### src/rtl/ramen_pkg.sv
// Shared types and shop tables for the ramen order processor.
// Tables are sized for the default shop (4 ramen types, 5 ingredients).
package ramen_pkg;

  localparam int DEF_NUM_TYPES = 4;
  localparam int DEF_NUM_ING   = 5;

  // Ingredient indices, matching the column order of CAP and NEED
  localparam int ING_NOODLE   = 0;
  localparam int ING_BROTH    = 1;
  localparam int ING_TONKOTSU = 2;
  localparam int ING_MISO     = 3;
  localparam int ING_SOY      = 4;

  typedef enum logic [1:0] {
    ST_IDLE   = 2'd0,
    ST_SELL   = 2'd1,
    ST_REPORT = 2'd2,
    ST_DONE   = 2'd3
  } state_t;

  // Per-ingredient storage capacity (noodle, broth, tonkotsu, miso, soy)
  localparam logic [15:0] CAP [DEF_NUM_ING] = '{
    16'd12000, 16'd41000, 16'd9000, 16'd1000, 16'd1500
  };

  // Price per ramen type
  localparam logic [15:0] PRICE [DEF_NUM_TYPES] = '{
    16'd200, 16'd250, 16'd200, 16'd250
  };

  // Recipe need per [type][portion: 0 small, 1 large][ingredient]
  localparam logic [15:0] NEED [DEF_NUM_TYPES][2][DEF_NUM_ING] = '{
    '{ '{16'd100, 16'd300, 16'd150, 16'd0,  16'd0 },
       '{16'd150, 16'd500, 16'd200, 16'd0,  16'd0 } },
    '{ '{16'd0,   16'd300, 16'd100, 16'd0,  16'd30},
       '{16'd0,   16'd500, 16'd150, 16'd0,  16'd50} },
    '{ '{16'd0,   16'd400, 16'd0,   16'd30, 16'd0 },
       '{16'd0,   16'd650, 16'd0,   16'd50, 16'd0 } },
    '{ '{16'd0,   16'd300, 16'd70,  16'd15, 16'd15},
       '{16'd0,   16'd500, 16'd100, 16'd25, 16'd25} }
  };

endpackage

### src/rtl/ramen_stock_check.sv
// Combinational stock evaluation: recipe sufficiency check, consumption,
// and the saturating restock adder applied on top of the post-order stock.
module ramen_stock_check
  import ramen_pkg::*;
#(
  parameter int NUM_ING = 5,
  parameter int STOCK_W = 16,
  parameter int TYPE_W  = 2,
  parameter int ING_W   = 3
) (
  input  logic [NUM_ING*STOCK_W-1:0] stock,
  input  logic [TYPE_W-1:0]          ramen_type,
  input  logic                       portion,
  input  logic                       order_en,
  input  logic                       restock_en,
  input  logic [ING_W-1:0]           restock_ing,
  input  logic [STOCK_W-1:0]         restock_amt,
  output logic                       ok,
  output logic [NUM_ING*STOCK_W-1:0] stock_next
);

  logic [NUM_ING*STOCK_W-1:0] stock_after;
  logic [STOCK_W:0]           sum;

  // Check recipe against current stock, consume on success, then restock
  always_comb begin
    ok          = 1'b1;
    stock_after = stock;
    stock_next  = '0;
    sum         = '0;
    for (int i = 0; i < NUM_ING; i++) begin
      if (stock[i*STOCK_W +: STOCK_W] < STOCK_W'(NEED[ramen_type][portion][i]))
        ok = 1'b0;
    end
    if (order_en && ok) begin
      for (int i = 0; i < NUM_ING; i++)
        stock_after[i*STOCK_W +: STOCK_W] =
          stock[i*STOCK_W +: STOCK_W] - STOCK_W'(NEED[ramen_type][portion][i]);
    end
    stock_next = stock_after;
    // Indices with no matching ingredient simply never hit
    for (int i = 0; i < NUM_ING; i++) begin
      if (restock_en && (restock_ing == ING_W'(i))) begin
        sum = {1'b0, stock_after[i*STOCK_W +: STOCK_W]} + {1'b0, restock_amt};
        if (sum > {1'b0, STOCK_W'(CAP[i])})
          stock_next[i*STOCK_W +: STOCK_W] = STOCK_W'(CAP[i]);
        else
          stock_next[i*STOCK_W +: STOCK_W] = sum[STOCK_W-1:0];
      end
    end
  end

endmodule

### src/rtl/ramen_kitchen.sv
// Ramen shop order processor: single-cycle orders, stock bookkeeping,
// sold/fail counters and an end-of-session revenue report.
//
// state     | meaning
// ST_IDLE   | between sessions; orders/restocks accepted, selling rise starts session
// ST_SELL   | session open; selling fall starts the report
// ST_REPORT | one MAC step per type, index rep_idx 0..NUM_TYPES-1
// ST_DONE   | report outputs valid for one cycle; stock and counters reset on exit
module ramen_kitchen
  import ramen_pkg::*;
#(
  parameter int NUM_TYPES = 4,
  parameter int NUM_ING   = 5,
  parameter int STOCK_W   = 16,
  parameter int CNT_W     = 7,
  parameter int GAIN_W    = 18,
  parameter int TYPE_W    = $clog2(NUM_TYPES),
  parameter int ING_W     = $clog2(NUM_ING)
) (
  input  logic                       clk,
  input  logic                       rst,
  input  logic                       selling,
  input  logic                       in_valid,
  input  logic [TYPE_W-1:0]          ramen_type,
  input  logic                       portion,
  input  logic                       restock_valid,
  input  logic [ING_W-1:0]           restock_ing,
  input  logic [STOCK_W-1:0]         restock_amt,
  output logic                       out_valid_order,
  output logic                       success,
  output logic                       out_valid_tot,
  output logic [NUM_TYPES*CNT_W-1:0] sold_num,
  output logic [CNT_W-1:0]           fail_num,
  output logic [GAIN_W-1:0]          total_gain
);

  state_t                     state;
  logic [NUM_ING*STOCK_W-1:0] stock;
  logic [NUM_ING*STOCK_W-1:0] stock_next;
  logic [NUM_ING*STOCK_W-1:0] cap_vec;
  logic [CNT_W-1:0]           sold [NUM_TYPES];
  logic [NUM_TYPES*CNT_W-1:0] sold_pack;
  logic [CNT_W-1:0]           fail_cnt;
  logic [GAIN_W-1:0]          acc;
  logic [GAIN_W-1:0]          mac_prod;
  logic [TYPE_W-1:0]          rep_idx;
  logic                       open_state;
  logic                       order_acc;
  logic                       restock_en;
  logic                       ok;

  assign open_state = (state == ST_IDLE) || (state == ST_SELL);
  assign order_acc  = in_valid && selling && open_state;
  assign restock_en = restock_valid && open_state;

  // The single multiplier of the report MAC
  assign mac_prod = GAIN_W'(sold[rep_idx]) * GAIN_W'(PRICE[rep_idx]);

  ramen_stock_check #(
    .NUM_ING (NUM_ING),
    .STOCK_W (STOCK_W),
    .TYPE_W  (TYPE_W),
    .ING_W   (ING_W)
  ) u_stock_check (
    .stock       (stock),
    .ramen_type  (ramen_type),
    .portion     (portion),
    .order_en    (order_acc),
    .restock_en  (restock_en),
    .restock_ing (restock_ing),
    .restock_amt (restock_amt),
    .ok          (ok),
    .stock_next  (stock_next)
  );

  // Capacity vector used for reset and end-of-session reload
  always_comb begin
    cap_vec = '0;
    for (int i = 0; i < NUM_ING; i++)
      cap_vec[i*STOCK_W +: STOCK_W] = STOCK_W'(CAP[i]);
  end

  // Pack sold counters with type 0 in the most significant field
  always_comb begin
    sold_pack = '0;
    for (int k = 0; k < NUM_TYPES; k++)
      sold_pack[(NUM_TYPES-k)*CNT_W-1 -: CNT_W] = sold[k];
  end

  // Session FSM, stock/counter updates, report MAC and output registers
  always_ff @(posedge clk) begin
    if (rst) begin
      state           <= ST_IDLE;
      stock           <= cap_vec;
      for (int k = 0; k < NUM_TYPES; k++) sold[k] <= '0;
      fail_cnt        <= '0;
      acc             <= '0;
      rep_idx         <= '0;
      out_valid_order <= 1'b0;
      success         <= 1'b0;
      out_valid_tot   <= 1'b0;
      sold_num        <= '0;
      fail_num        <= '0;
      total_gain      <= '0;
    end else begin
      out_valid_order <= order_acc;
      success         <= order_acc && ok;
      stock           <= stock_next;
      if (order_acc) begin
        if (ok) begin
          if (sold[ramen_type] != {CNT_W{1'b1}})
            sold[ramen_type] <= sold[ramen_type] + 1'b1;
        end else if (fail_cnt != {CNT_W{1'b1}}) begin
          fail_cnt <= fail_cnt + 1'b1;
        end
      end
      case (state)
        ST_IDLE: begin
          if (selling) state <= ST_SELL;
        end
        ST_SELL: begin
          if (!selling) begin
            state   <= ST_REPORT;
            rep_idx <= '0;
            acc     <= '0;
          end
        end
        ST_REPORT: begin
          acc     <= acc + mac_prod;
          rep_idx <= rep_idx + 1'b1;
          if (rep_idx == TYPE_W'(NUM_TYPES-1)) begin
            state         <= ST_DONE;
            out_valid_tot <= 1'b1;
            total_gain    <= acc + mac_prod;
            sold_num      <= sold_pack;
            fail_num      <= fail_cnt;
          end
        end
        ST_DONE: begin
          state         <= ST_IDLE;
          out_valid_tot <= 1'b0;
          total_gain    <= '0;
          sold_num      <= '0;
          fail_num      <= '0;
          stock         <= cap_vec;
          for (int k = 0; k < NUM_TYPES; k++) sold[k] <= '0;
          fail_cnt      <= '0;
          acc           <= '0;
          rep_idx       <= '0;
        end
        default: state <= ST_IDLE;
      endcase
    end
  end

endmodule

### config.mk
export PLATFORM = sky130hd
export DESIGN_NAME = ramen_kitchen
export DESIGN_NICKNAME = d
export VERILOG_FILES = /design/src/rtl/ramen_pkg.sv /design/src/rtl/ramen_stock_check.sv /design/src/rtl/ramen_kitchen.sv
export SDC_FILE = /design/constraint.sdc
export NUM_CORES = 1
export LEC_CHECK = 0
export CAP_MARGIN = 20
export CORE_MARGIN = 1.5
export CORE_UTILIZATION = 67
export DETAILED_ROUTE_END_ITERATION = 16
export PLACE_DENSITY = 0.88
export SLEW_MARGIN = 0
export SYNTH_ARGS = -nofsm -noshare
export SYNTH_HDL_FRONTEND = slang
export SYNTH_SLANG_ARGS = --single-unit
### constraint.sdc
create_clock -name clk -period 21.8 [get_ports clk]
set_clock_uncertainty 0.15 [all_clocks]
set_input_delay 6.54 -clock clk [delete_from_list [all_inputs] [get_ports clk]]
set_output_delay 6.54 -clock clk [all_outputs]
set_load 0.03 [all_outputs]
Yosys cells after proc, flatten, opt, wreduce, memory -nomap -nowiden
Memory sizes are Yosys's and may differ from the RTL's. A register that Yosys moved wholly into a read port is not among the register bits.
Cells that the tools add are included.

storage, ports and cells
  register bits = 165
  RAM bits = 28
  output and inout port bits = 56
  logic and storage cells = 141
  memories = 1

cells by class
  add/sub/neg operators = 14
  multiply operators = 1
  $lt $le $gt $ge = 13
  equality and inequality tests = 13
  multiplexer cells = 60
  bitwise gates (word level) = 8
  reduce and logical (&&, ||, !) cells = 20

memories
  name  words  width  read ports  clocked after memory_dff  write ports  RTL line             text
  sold  4      7      6           1                         4            ramen_kitchen.sv:41  logic [CNT_W-1:0] sold [NUM_TYPES];

operators with widths
  cell                                                   count
  binary-select mux 160 bit (select 2 bit)               1
  two-way mux 160 bit                                    2
  two-way mux 80 bit                                     4
  two-way mux 16 bit                                     12
  adder 16 x 16 -> 17 bit                                5
  < comparator 16 bit                                    5
  subtractor 16 bit                                      5
  case mux 28 bit (2 select lines)                       1
  case mux 18 bit (3 select lines)                       1
  two-way mux 7 bit                                      6
  two-way mux 18 bit                                     2
  case mux 18 bit (2 select lines)                       1
  > comparator 17 x 14 -> 1 bit (second input constant)  2
  binary-select mux 16 bit (select 2 bit)                1
  two-way mux 28 bit                                     1
  adder 18 bit                                           1
  multiplier 7 x 16 -> 18 bit                            1
  > comparator 17 x 10 -> 1 bit (second input constant)  1
  > comparator 17 x 11 -> 1 bit (second input constant)  1
  > comparator 17 x 16 -> 1 bit (second input constant)  1
  two-way mux 1 bit                                      17
  adder 7 x 1 -> 7 bit (second input constant)           2
  two-way mux 2 bit                                      7
  != test 7 bit (second input constant)                  2
  27 further kinds                                       47

Longest topological paths before layout
Gate-level depths: netlist (run 1).

  depth in word-level cells = 19
  mapped depth = 29
  mapped depth without buffers = 25

Modules after synthesis
Synthesis (run 1) repeated with hierarchy kept, for this count alone.

second synthesis, totals
  cell total of the unflattened synthesis = 2032
  area total of the unflattened synthesis = 17215.3 µm²

modules (own cells, without submodules)
  module             instances  cells each  area each (µm²)  seq. area each (µm²)
  ramen_kitchen      1          866         8861.0           4164.0
  ramen_stock_check  1          1166        8354.3           0.0

Least setup slack after synthesis (run 1)
No wires, ideal clock.

  path type = in2reg
  start = in ramen_type[0]
  end = reg stock[19]
  data arrival time = 12588 ps
  required time = 21533 ps
  slack = 8945 ps
  stages on the path = 26
  buffers on the path = 3
  cells stage by stage = clkbuf_1 > inv_1 > ha_1 > and2_1 > or2_2 > fa_1 > nor2b_1 > o21ai_0 > a21boi_0 > o21ai_0 > a31oi_1 > nand4_2 > nor2_2 > buf_6 > mux2_2 > ha_1 > nand3_1 > o211a_1 > a221o_1 > a2111o_1 > o311ai_2 > a41oi_1 > o41a_1 > o21a_1 > buf_6 > o22a_1

between the ends
  word-level cells in the longest chain between the ends = 19

ends and longest elaborated chain
  what                                                        RTL line                                          text
  start: declaration                                          ramen_kitchen.sv:24                               input logic [TYPE_W-1:0] ramen_type,
  inverter 2 -> 3 bit (not written as such) (*)               ramen_stock_check.sv:32, ramen_stock_check.sv:38
  binary-select mux 160 bit (select 2 bit) (*)                ramen_stock_check.sv:32, ramen_stock_check.sv:38
  two-way mux 160 bit (not written as such) (*) (2 in a row)  ramen_stock_check.sv:32                           if (stock[i*STOCK_W +: STOCK_W] < STOCK_W'(NEED[ramen_type][portion][i]))
  two-way mux 80 bit (not written as such) (*) (3 in a row)   ramen_stock_check.sv:32, ramen_stock_check.sv:38
  < comparator 16 bit                                         ramen_stock_check.sv:32
  two-way mux 1 bit (5 in a row)                              ramen_stock_check.sv:32
  logical AND 1 bit                                           ramen_stock_check.sv:35                           if (order_en && ok) begin
  two-way mux 80 bit (*)                                      ramen_stock_check.sv:35
  adder 16 x 16 -> 17 bit                                     ramen_stock_check.sv:44                           sum = {1'b0, stock_after[i*STOCK_W +: STOCK_W]} + {1'b0, restock_amt};
  > comparator 17 x 16 -> 1 bit                               ramen_stock_check.sv:45                           if (sum > {1'b0, STOCK_W'(CAP[i])})
  two-way mux 16 bit                                          ramen_stock_check.sv:45
  two-way mux 16 bit (*)                                      ramen_stock_check.sv:43                           if (restock_en && (restock_ing == ING_W'(i))) begin
  end signal: assignment                                      ramen_kitchen.sv:94                               stock <= cap_vec;
  end signal: assignment                                      ramen_kitchen.sv:108                              stock <= stock_next;
  end signal: assignment                                      ramen_kitchen.sv:145                              stock <= cap_vec;
  end: declaration                                            ramen_kitchen.sv:38                               logic [NUM_ING*STOCK_W-1:0] stock;

Mark *: on every way between the ends. The rest lies on a longest branch, timed or not. The select of a mux whose other input is x is not followed.
A chain may end at the register's enable or synchronous reset.

Worst setup path after layout (run 1)
Same ends and word-level chain as after synthesis.

==> results of run 1 <==
==> final cells by class <==
type | count | share of cell area
flip-flops and latches | 194 | 0.238
repair buffers | 89 | 0.0496
inverters | 126 | 0.0270
multi-input cells | 1451 | 0.627
clock buffers | 17 | 0.0243
well taps | 319 | 0.0228
clock inverters | 15 | 0.0114
==> through the flow <==
stage	instance area, um2	worst slack (ps)
floorplan	15900	8950
global placement	16900	7470
detailed placement	16900	7130
CTS	17500	7530
global route	17500	6820
finish	17500	7380
==> worst paths after layout <==
path / slack, ps / to / cells after the start / startpoint
min reg2reg: 320 / acc[3] / 2 / acc[3]
min: 320 / acc[3] / 2 / acc[3]
max reg2reg: 14820 / stock[19] / 20 / stock[69]
max: 7380 / stock[19] / 25 / ramen_type[0]
==> sequential cells by signal (all words and copies together), names as in the netlist, named ones only <==
register	cells
fail_num	7
out_valid_tot	1
rep_idx	2
sold_num	28
state	2
stock	80
success	1
fail_cnt	7
out_valid_order	1
acc	17
total_gain	18
sold	28
==> cells in the final DEF (no fill, tap or decap), drive strengths merged, types with 15 or more instances in the layout <==
master,synthesis,layout
nor3b,40,40
o21a,27,27
and2,28,28
a21oi,119,119
nor2b,27,27
ha,169,169
nor2,192,192
nand2b,18,18
nor4,30,30
a31oi,15,15
xor2,83,83
o211ai,18,18
o2bb2ai,20,20
a21o,38,38
a22oi,24,24
inv,126,135
or3,24,24
nand2,92,92
dfxtp,166,166
edfxtp,28,28
nor3,46,46
o22a,21,21
clkbuf,53,17
o21ai,77,77
fa,38,38
xnor2,51,51
clkdlybuf4s50,0,81
nand3,19,19
or2,19,19
==> per-layer routing <==
metal / up-vias / track usage
met4: 0 / 0.177
met5: - / 0
li1: 6751 / -
met1: 6801 / 0.436
met3: 154 / 0.0631
met2: 725 / 0.589
==> power by group <==
| part | switching, mW | internal, mW |
|---|---|---|
| clock network | 0.172 | 0.159 |
| registers | 0.0264 | 0.395 |
| logic | 0.466 | 0.311 |
| total | 0.664 | 0.866 |
==> worst max-delay path, cell delays in order <==
cell	delay (ps)
sky130_fd_sc_hd__clkdlybuf4s50_1	760
sky130_fd_sc_hd__inv_1	360
sky130_fd_sc_hd__ha_1	490
sky130_fd_sc_hd__nand2_1	180
sky130_fd_sc_hd__inv_1	110
sky130_fd_sc_hd__ha_1	190
sky130_fd_sc_hd__o21bai_1	100
sky130_fd_sc_hd__a2111oi_2	500
sky130_fd_sc_hd__o31ai_1	150
sky130_fd_sc_hd__a21oi_1	320
sky130_fd_sc_hd__o211ai_2	140
sky130_fd_sc_hd__nand4_2	150
sky130_fd_sc_hd__buf_4	610
sky130_fd_sc_hd__or2_1	720
sky130_fd_sc_hd__o21ai_0	310
sky130_fd_sc_hd__ha_1	430
sky130_fd_sc_hd__nand3_1	90
sky130_fd_sc_hd__o211a_1	240
sky130_fd_sc_hd__a221o_1	390
sky130_fd_sc_hd__a2111o_1	440
sky130_fd_sc_hd__o311ai_2	130
sky130_fd_sc_hd__a41oi_1	170
sky130_fd_sc_hd__o41a_1	430
sky130_fd_sc_hd__o21a_1	330
sky130_fd_sc_hd__o22a_1	270
==> cells by family (layout without fill, tap and decap cells) <==
family,Yosys count,count (layout)
adders and majority gates,207,207
buffers and inverters,194,247
AOI/OAI and AO/OA,477,477
muxes,40,40
xor gates and xnor gates,134,134
DFF,194,194
and+or+nand+nor,593,593
==> summary.md, run 1 <==
| Metric | Value |
|---|---|
| Run status | complete, no violations |
| Max transition margin | 0.234 |
| Count of flip-flops with a built-in enable after synthesis | 28 |
| Antenna Nets Post-Route | 0 |
| Most common cell in the synthesized netlist | sky130_fd_sc_hd__nor2_1 |
| Power consumption | 1.53 mW |
| Post-CTS Setup Inserts | 0 |
| Uppermost metal layer occupied by signal nets | met4 |
| Setup crit end kind | register |
| Startpoint type of the worst setup path | input pin |
| Boundary Pins | 83 |
| Final global-route overflow total | 0 |
| Average routed wire per standard cell | 19.4 um |
| Die Footprint | 24700 um2 |
| Largest cells by area after synthesis | sky130_fd_sc_hd__dfxtp_1 21%, sky130_fd_sc_hd__ha_1 13%, sky130_fd_sc_hd__edfxtp_1 5.3% |
| Fraction of the mapped netlist area in simple logic gates | 0.192 |
| Crit share post-route | 0.662 |
| Resized Gates After CTS | 0 |
| Setup TNS after final layout | 0 ps |
| Num rows | 56 |
| IR Drop Worst-Case VDD | 85.5 uV |
| Total CTS buffers | 17 |
| WL met1 | 16.9 mm |
| Clock tree from TritonCTS | built |
| Via total after detailed routing | 14431 |
| Number of fillers in the final layout | 1641 |
| DRT Wirelength | 42.9 mm |
| Combined flip-flop and latch cell area | 4160 um2 |
| Clock-pin slew reported for the worst setup and hold paths after clock tree synthesis | 80 ps |
| Total GRT Usage | 0.352 |
| Net count after synthesis | 2073 |
| Quantity of hold-fixing buffers added after cts | 0 |
| Root Buffer Master | sky130_fd_sc_hd__clkbuf_16 |
| Count of H-tree levels built during CTS | 4 |
| Placeable core region | 23400 um2 |
| Setup violations, final | 0 |
| Cells after DPL | 2179 |
| Met3 routed wirelength | 3.83 mm |
| Total area of multi-input combinational cells | 11000 um2 |
| Proportion of synthesized flip-flops having asynchronous set or reset | 0 |
| Pwr per Cell Area | 87.3 nW/um2 |
| Post-DP HPWL | 31.2 mm |
| Portion of netlist area occupied by mux cells | 0.0377 |
| Maximum fanout encountered on the critical timing path | 68 |
| Number of synthesized register bits | 194 |
| Leading register cell type out of synthesis | sky130_fd_sc_hd__dfxtp_1 |
| Number of hold violations in the final report | 0 |
| Via count of the first global-routing pass | 13979 |
| Required time at the endpoint of the critical path | 21990 ps |
| Number of max-capacitance violations reported | 0 |
| Final min period | 14420 ps |
| Synth warn | 0 |
| Total met2 wirelength after detailed routing | 20.1 mm |
| Post-synthesis share of cell area spent on xor and xnor gates | 0.0737 |
| # port buffers | 82 |
| Chip Height | 157 um |
| Dominant combinational cell family by area after synthesis | compound AO/OA/AOI/OAI gates |
| Via/cell ratio | 6.53 |
| Number of buffers between clock root and the deepest sink | 2 |
| Avg Cell Area, Syn | 8.65 um2 |
| Total DRC errors in the routed layout | 0 |
| Horizontal die dimension | 157 um |
| Arrival @ worst endpoint | 14610 ps |
| Post-Syn Instances | 1839 |
| Commonest cells post-synth | 191 x sky130_fd_sc_hd__nor2_1, 169 x sky130_fd_sc_hd__ha_1, 166 x sky130_fd_sc_hd__dfxtp_1, 126 x sky130_fd_sc_hd__inv_1, 119 x sky130_fd_sc_hd__a21oi_1 |
| Layout Nets | 2113 |
| Leakage power total | 7.33 nW |
| Clock latency reported for the late side of the worst-skew pair | 460 ps |
| GP Congestion | 0.975 |
| Share of the synthesized area in the top cell type | 0.209 |
| Number of antenna violations at the first check in global routing | 0 |
| Type of the most critical hold path | register to register |
| Count of pins over their slew limit | 0 |
| Transition at the pin with the smallest max-transition slack | 1150 ps |
| Yosys cell types | 89 |
| RSZ-0062 raised after global routing | no |
| FMAX | 0.0693 GHz |
| Layout cell share with drive strength beyond 1 | 0.0550 |
| Initial cell density of the core | 0.680 |
| Kind of critical path | input pin to register |
| Number of antenna cells inserted | 0 |
| DRT Pass-1 Iters | 8 |
| Adder-cell area share of the yosys netlist | 0.181 |
| Final-layout worst hold slack | 316 ps |
| Signed area change from the synthesized netlist to the final layout | 10.1% |
| First-pass GRT wire length | 68.6 mm |
| Largest net degree at the start of global routing | 98 |
| Portion of the post-synthesis area used by sequential elements | 0.262 |
| Clock Sink Count | 194 |
| Top cell type by total area after synthesis | sky130_fd_sc_hd__dfxtp_1 |
| Utilization after layout | 0.749 |
| Fin cells | 2211 |
| Compound-gate portion of the synthesized area | 0.205 |
| Drt initial violations | 1172 |
| Area of the mapped netlist | 15900 um2 |
Power figures use the tool's default switching activity.
==> run 2: changes to the inputs <==
Settings changed: CORE_UTILIZATION 67 to 56, PLACE_DENSITY 0.88 to 0.78.
Clock period 21.8 ns to 12.3 ns, I/O delays scaled along.
==> summary.md, run 2 (synthesized netlist as in run 1, its figures left out) <==
| Metric | Value |
|---|---|
| RSZ-0062 raised after global routing | no |
| First-pass GRT wire length | 68.0 mm |
| Number of antenna violations at the first check in global routing | 0 |
| Total CTS buffers | 17 |
| Highest cell delay on the worst timing path | 830 ps |
| Run status | complete, no violations |
| Most frequent standard cell in the layout excluding fill and tap cells | sky130_fd_sc_hd__nor2_1 |
| FMAX | 0.0914 GHz |
| Maximum fanout encountered on the critical timing path | 23 |
| Placeable core region | 27900 um2 |
| Setup violations, final | 0 |
| Antenna Nets Post-Route | 0 |
| Met1 Resource Use GR | 0.386 |
| Die Footprint | 29400 um2 |
| DRT Wirelength | 42.9 mm |
| Number of hold violations in the final report | 0 |
| Signed area change from the synthesized netlist to the final layout | 10.9% |
| Register containing the most flip-flops in the final layout | stock |
| Number of fillers in the final layout | 2369 |
| Cells after DPL | 2241 |
| Registers with the most flip-flops | stock x80, sold x28, sold_num x28 |
| Horizontal die dimension | 172 um |
| # port buffers | 82 |
| Transition at the pin with the smallest max-transition slack | 1100 ps |
| Startpoint type of the worst setup path | input pin |
| GP Congestion | 0.989 |
| Via count of the first global-routing pass | 13513 |
| Via total after detailed routing | 14055 |
| Layout cell share with drive strength beyond 1 | 0.0570 |
| Sequence of cells on the critical path | clkdlybuf4s50_1 > ha_1 > nand2_1 > inv_1 > ha_1 > o21bai_1 > a2111oi_2 > o31ai_1 > a21oi_1 > o211ai_2 > nand4_2 > buf_4 > or2_1 > o21ai_0 > ha_1 > nand3_1 > o211a_1 > a221o_1 > a2111o_1 > o311ai_2 > a41oi_1 > o41a_1 > o21a_1 > o22a_1 |
| Resized Gates After CTS | 0 |
| Count of pins over their slew limit | 0 |
| Max transition margin | 0.261 |
| Global routing's busiest layer | met2 |
| Met2 usage | 0.492 |
| Clock latency reported for the late side of the worst-skew pair | 450 ps |
| Required time at the endpoint of the critical path | 12490 ps |
| Post-CTS Setup Inserts | 0 |
| Quantity of hold-fixing buffers added after cts | 0 |
| Setup TNS after final layout | 0 ps |
| Initial cell density of the core | 0.571 |
| Type of the most critical hold path | register to register |
| Number of max-capacitance violations reported | 0 |
| Leakage power total | 7.36 nW |
| Fin cells | 2274 |
| IR Drop Worst-Case VDD | 136 uV |
| Drt initial violations | 1077 |
| Boundary Pins | 83 |
| CP max-delay cell | sky130_fd_sc_hd__clkdlybuf4s50_1 |
| DRT Pass-1 Iters | 7 |
| Number of buffers between clock root and the deepest sink | 2 |
| Largest register FFs | 80 |
| Final min period | 10950 ps |
| Clock Sink Count | 194 |
| Chip Height | 172 um |
| Leading cell types in the layout, fill and taps excluded | 191 x sky130_fd_sc_hd__nor2_1, 169 x sky130_fd_sc_hd__ha_1, 166 x sky130_fd_sc_hd__dfxtp_1 |
| Global routing met3 resource utilization | 0.0370 |
| Via/cell ratio | 6.18 |
| Total GRT Usage | 0.294 |
| Largest net degree at the start of global routing | 97 |
| Final global-route overflow total | 0 |
| Num rows | 61 |
| Clock-pin slew reported for the worst setup and hold paths after clock tree synthesis | 90 ps |
| Pwr per Cell Area | 153 nW/um2 |
| Average routed wire per standard cell | 18.9 um |
| Kind of critical path | input pin to register |
| Post-DP HPWL | 32.1 mm |
| Root Buffer Master | sky130_fd_sc_hd__clkbuf_16 |
| Arrival @ worst endpoint | 11140 ps |
| Count of H-tree levels built during CTS | 4 |
| Number of antenna cells inserted | 0 |
| Layout Nets | 2117 |
| Setup crit end kind | register |
| Crit path top cell by count | sky130_fd_sc_hd__ha_1 |
| Crit share post-route | 0.890 |
| Clock tree from TritonCTS | built |
| Power consumption | 2.71 mW |
| Final-layout worst hold slack | 317 ps |
| Total DRC errors in the routed layout | 0 |
run 2: cell count changes in the layout (fill, tap and decap cells not counted), sizes merged:
cell and delta:
buf +3, clkinv +2, inv -2, clkbuf +1
run 2: cell type report:
cell class | instances | area [um2] | area share
repair buffers | 93 | 896 | 0.0508
multi-input cells | 1451 | 11000 | 0.623
flip-flops and latches | 194 | 4160 | 0.236
clock buffers | 17 | 425 | 0.0241
clock inverters | 15 | 224 | 0.0127
well taps | 378 | 473 | 0.0268
inverters | 126 | 473 | 0.0268
run 2: metrics by stage:
step / worst slack [ps] / area, um2 / util
floorplan: 2300 / 15900 / -
global placement: 1280 / 17000 / 0.610
detailed placement: 1010 / 17000 / 0.610
CTS: 1460 / 17600 / 0.633
global route: 861 / 17600 / 0.634
finish: 1350 / 17600 / 0.634
run 2: power by group:
group,total (mW),internal (mW),switching (mW)
clock,0.601,0.286,0.314
combinational,1.36,0.550,0.808
sequential,0.747,0.701,0.0462
total,2.71,1.54,1.17
run 2: routing by layer:
| metal | part of all wire | wire, um | vias up |
|---|---|---|---|
| met4 | 0.035 | 1510 | 0 |
| met1 | 0.44 | 19100 | 6760 |
| met3 | 0.060 | 2570 | 82 |
| met5 | 0 | 0 | - |
| li1 | - | - | 6748 |
| met2 | 0.46 | 19700 | 465 |
run 2: final timing paths:
path	from	end	slack [ps]	depth (start not counted)
setup / recovery	ramen_type[1]	stock[19]	1350	24
hold / removal	acc[1]	acc[1]	320	2
setup reg to reg	stock[69]	stock[19]	5750	20
hold reg to reg	acc[1]	acc[1]	320	2
run 2: critical path, delay by kind of cell:
kind | cells | cell delay (ps)
adder cells (fa/ha/maj) | 3 | 1180
buffers and inverters | 3 | 1220
AND/OR/NAND/NOR | 4 | 1130
AO/OA/AOI/OAI | 14 | 3880
==> run 3: changes to the inputs <==
Settings changed: PLACE_DENSITY 0.78 to 0.79.
==> summary.md, run 3 (synthesized netlist as in run 1, its figures left out) <==
| Metric | Value |
|---|---|
| Run status | complete, no violations |
| Setup violations, final | 0 |
| Hold path depth | 2 |
| R2R setup slack | 5750 ps |
| DRT Pass-1 Iters | 5 |
| Crit share post-route | 0.893 |
| Number of fillers in the final layout | 2320 |
| Arrival @ worst endpoint | 11180 ps |
| Total GRT Usage | 0.296 |
| Number of antenna cells inserted | 0 |
| Required time at the endpoint of the critical path | 12490 ps |
| Signed area change from the synthesized netlist to the final layout | 11.1% |
| Via/cell ratio | 6.26 |
| Cells after DPL | 2243 |
| Combined flip-flop and latch cell area | 4160 um2 |
| Root Buffer Master | sky130_fd_sc_hd__clkbuf_16 |
| Utilization after layout | 0.634 |
| Post-DP HPWL | 32.3 mm |
| Total met2 wirelength after detailed routing | 19.8 mm |
| Die Footprint | 29400 um2 |
| Startpoint type of the worst setup path | input pin |
| Post-placement cell area | 17000 um2 |
| Count of H-tree levels built during CTS | 4 |
| Num rows | 61 |
| GP Congestion | 0.961 |
| Pwr per Cell Area | 154 nW/um2 |
| Register containing the most flip-flops in the final layout | stock |
| Number of antenna violations at the first check in global routing | 0 |
| Boundary Pins | 83 |
| Post-CTS Setup Inserts | 0 |
| Max transition margin | 0.263 |
| Initial cell density of the core | 0.571 |
| Setup crit end kind | register |
| Largest net degree at the start of global routing | 97 |
| Total CTS buffers | 17 |
| Worst hold start | stock[16] |
| Via count of the first global-routing pass | 13487 |
| Final WS setup | 1320 ps |
| Number of hold violations in the final report | 0 |
| Placeable core region | 27900 um2 |
| Count of pins over their slew limit | 0 |
| Fin cells | 2275 |
| Transition at the pin with the smallest max-transition slack | 1100 ps |
| Most frequent standard cell in the layout excluding fill and tap cells | sky130_fd_sc_hd__nor2_1 |
| Number of buffers between clock root and the deepest sink | 2 |
| Pre-CTS setup slack | 1020 ps |
| Largest register FFs | 80 |
| Cells on worst reg2reg path | 20 |
| Final global-route overflow total | 0 |
| Final-layout worst hold slack | 318 ps |
| Layout cell share with drive strength beyond 1 | 0.0575 |
| Number of max-capacitance violations reported | 0 |
| Clock tree from TritonCTS | built |
| Leakage power total | 7.37 nW |
| Registers with the most flip-flops | stock x80, sold x28, sold_num x28 |
| Clock latency reported for the late side of the worst-skew pair | 460 ps |
| First-pass GRT wire length | 68.6 mm |
| Reg-to-reg critical path startpoint | stock[69] |
| FMAX | 0.0911 GHz |
| Kind of critical path | input pin to register |
| Average routed wire per standard cell | 18.9 um |
| Drt initial violations | 1227 |
| Clock-pin slew reported for the worst setup and hold paths after clock tree synthesis | 80 ps |
| Via total after detailed routing | 14237 |
| Maximum fanout encountered on the critical timing path | 26 |
| WL met1 | 18.5 mm |
| Antenna Nets Post-Route | 0 |
| Setup TNS after final layout | 0 ps |
| Type of the most critical hold path | register to register |
| # port buffers | 82 |
| IR Drop Worst-Case VDD | 148 uV |
| Chip Height | 172 um |
| RSZ-0062 raised after global routing | no |
| Worst hold path endpoint | stock[16] |
| Uppermost metal layer occupied by signal nets | met4 |
| Leading cell types in the layout, fill and taps excluded | 191 x sky130_fd_sc_hd__nor2_1, 169 x sky130_fd_sc_hd__ha_1, 166 x sky130_fd_sc_hd__dfxtp_1 |
| Met3 routed wirelength | 2.96 mm |
| Final non-filler cell area | 17700 um2 |
| Quantity of hold-fixing buffers added after cts | 0 |
| Total DRC errors in the routed layout | 0 |
| Layout Nets | 2118 |
| Total area of multi-input combinational cells | 11000 um2 |
| Destination of the worst register-to-register timing path | stock[54] |
| Power consumption | 2.72 mW |
| DRT Wirelength | 42.9 mm |
| Resized Gates After CTS | 0 |
| Horizontal die dimension | 172 um |
| Clock Sink Count | 194 |
| Final min period | 10980 ps |
-- run 3: cell count changes in the layout (fill, tap and decap cells not counted) --
cell / previous run / this run
sky130_fd_sc_hd__inv_16: 0 / 1
sky130_fd_sc_hd__buf_4: 10 / 12
sky130_fd_sc_hd__clkinv_8: 8 / 7
sky130_fd_sc_hd__inv_4: 1 / 0
sky130_fd_sc_hd__inv_12: 4 / 3
sky130_fd_sc_hd__clkbuf_2: 1 / 0
sky130_fd_sc_hd__inv_8: 2 / 3
sky130_fd_sc_hd__clkbuf_16: 17 / 18
-- run 3: how the worst max path moves through the flow --
stage / to / slack, ps / startpoint
2_1_floorplan: stock[19] / 2300 / ramen_type[0]
3_3_place_gp: stock[19] / 1290 / ramen_type[1]
3_5_place_dp: stock[1] / 1020 / ramen_type[0]
4_1_cts: stock[1] / 1450 / ramen_type[0]
5_1_grt: stock[51] / 790 / ramen_type[1]
6_report: stock[54] / 1320 / ramen_type[0]
-- run 3: critical path: stages --
cell	delay [ps]
sky130_fd_sc_hd__clkdlybuf4s50_1	480
sky130_fd_sc_hd__buf_4	230
sky130_fd_sc_hd__inv_1	160
sky130_fd_sc_hd__ha_1	320
sky130_fd_sc_hd__and2_1	220
sky130_fd_sc_hd__or2_2	310
sky130_fd_sc_hd__fa_1	450
sky130_fd_sc_hd__nor2b_1	150
sky130_fd_sc_hd__o21ai_0	110
sky130_fd_sc_hd__a21boi_0	270
sky130_fd_sc_hd__o21ai_0	170
sky130_fd_sc_hd__a31oi_1	330
sky130_fd_sc_hd__nand4_2	190
sky130_fd_sc_hd__buf_4	260
sky130_fd_sc_hd__or2_1	560
sky130_fd_sc_hd__o21ai_0	410
sky130_fd_sc_hd__ha_1	330
sky130_fd_sc_hd__nor2b_1	160
sky130_fd_sc_hd__o31a_1	280
sky130_fd_sc_hd__o31a_1	290
sky130_fd_sc_hd__a2111oi_0	600
sky130_fd_sc_hd__o21bai_1	160
sky130_fd_sc_hd__a221oi_1	320
sky130_fd_sc_hd__o2111a_1	310
sky130_fd_sc_hd__nand2_1	190
sky130_fd_sc_hd__o22a_1	210
-- run 3: layout make-up --
class                      count  area share
sequential                   194       0.236
inverter                     126      0.0268
multi-input combinational   1451       0.622
clock buffer                  18      0.0255
clock inverter                14      0.0122
tap                          378      0.0268
timing repair buffer          94      0.0512
-- run 3: report_power, final --
part           total, mW  leakage, nW  internal [mW]  switching [mW]
Combinational       1.36         5.42          0.551           0.813
Clock              0.611        0.320          0.299           0.312
Sequential         0.747         1.63          0.701          0.0465
Total               2.72         7.37           1.55            1.17
-- run 3: routing by layer --
| metal | GRT usage | vias to the layer above |
|---|---|---|
| li1 | - | 6751 |
| met1 | 0.387 | 6816 |
| met2 | 0.491 | 558 |
| met3 | 0.0421 | 112 |
| met4 | 0.122 | 0 |
| met5 | 0 | - |
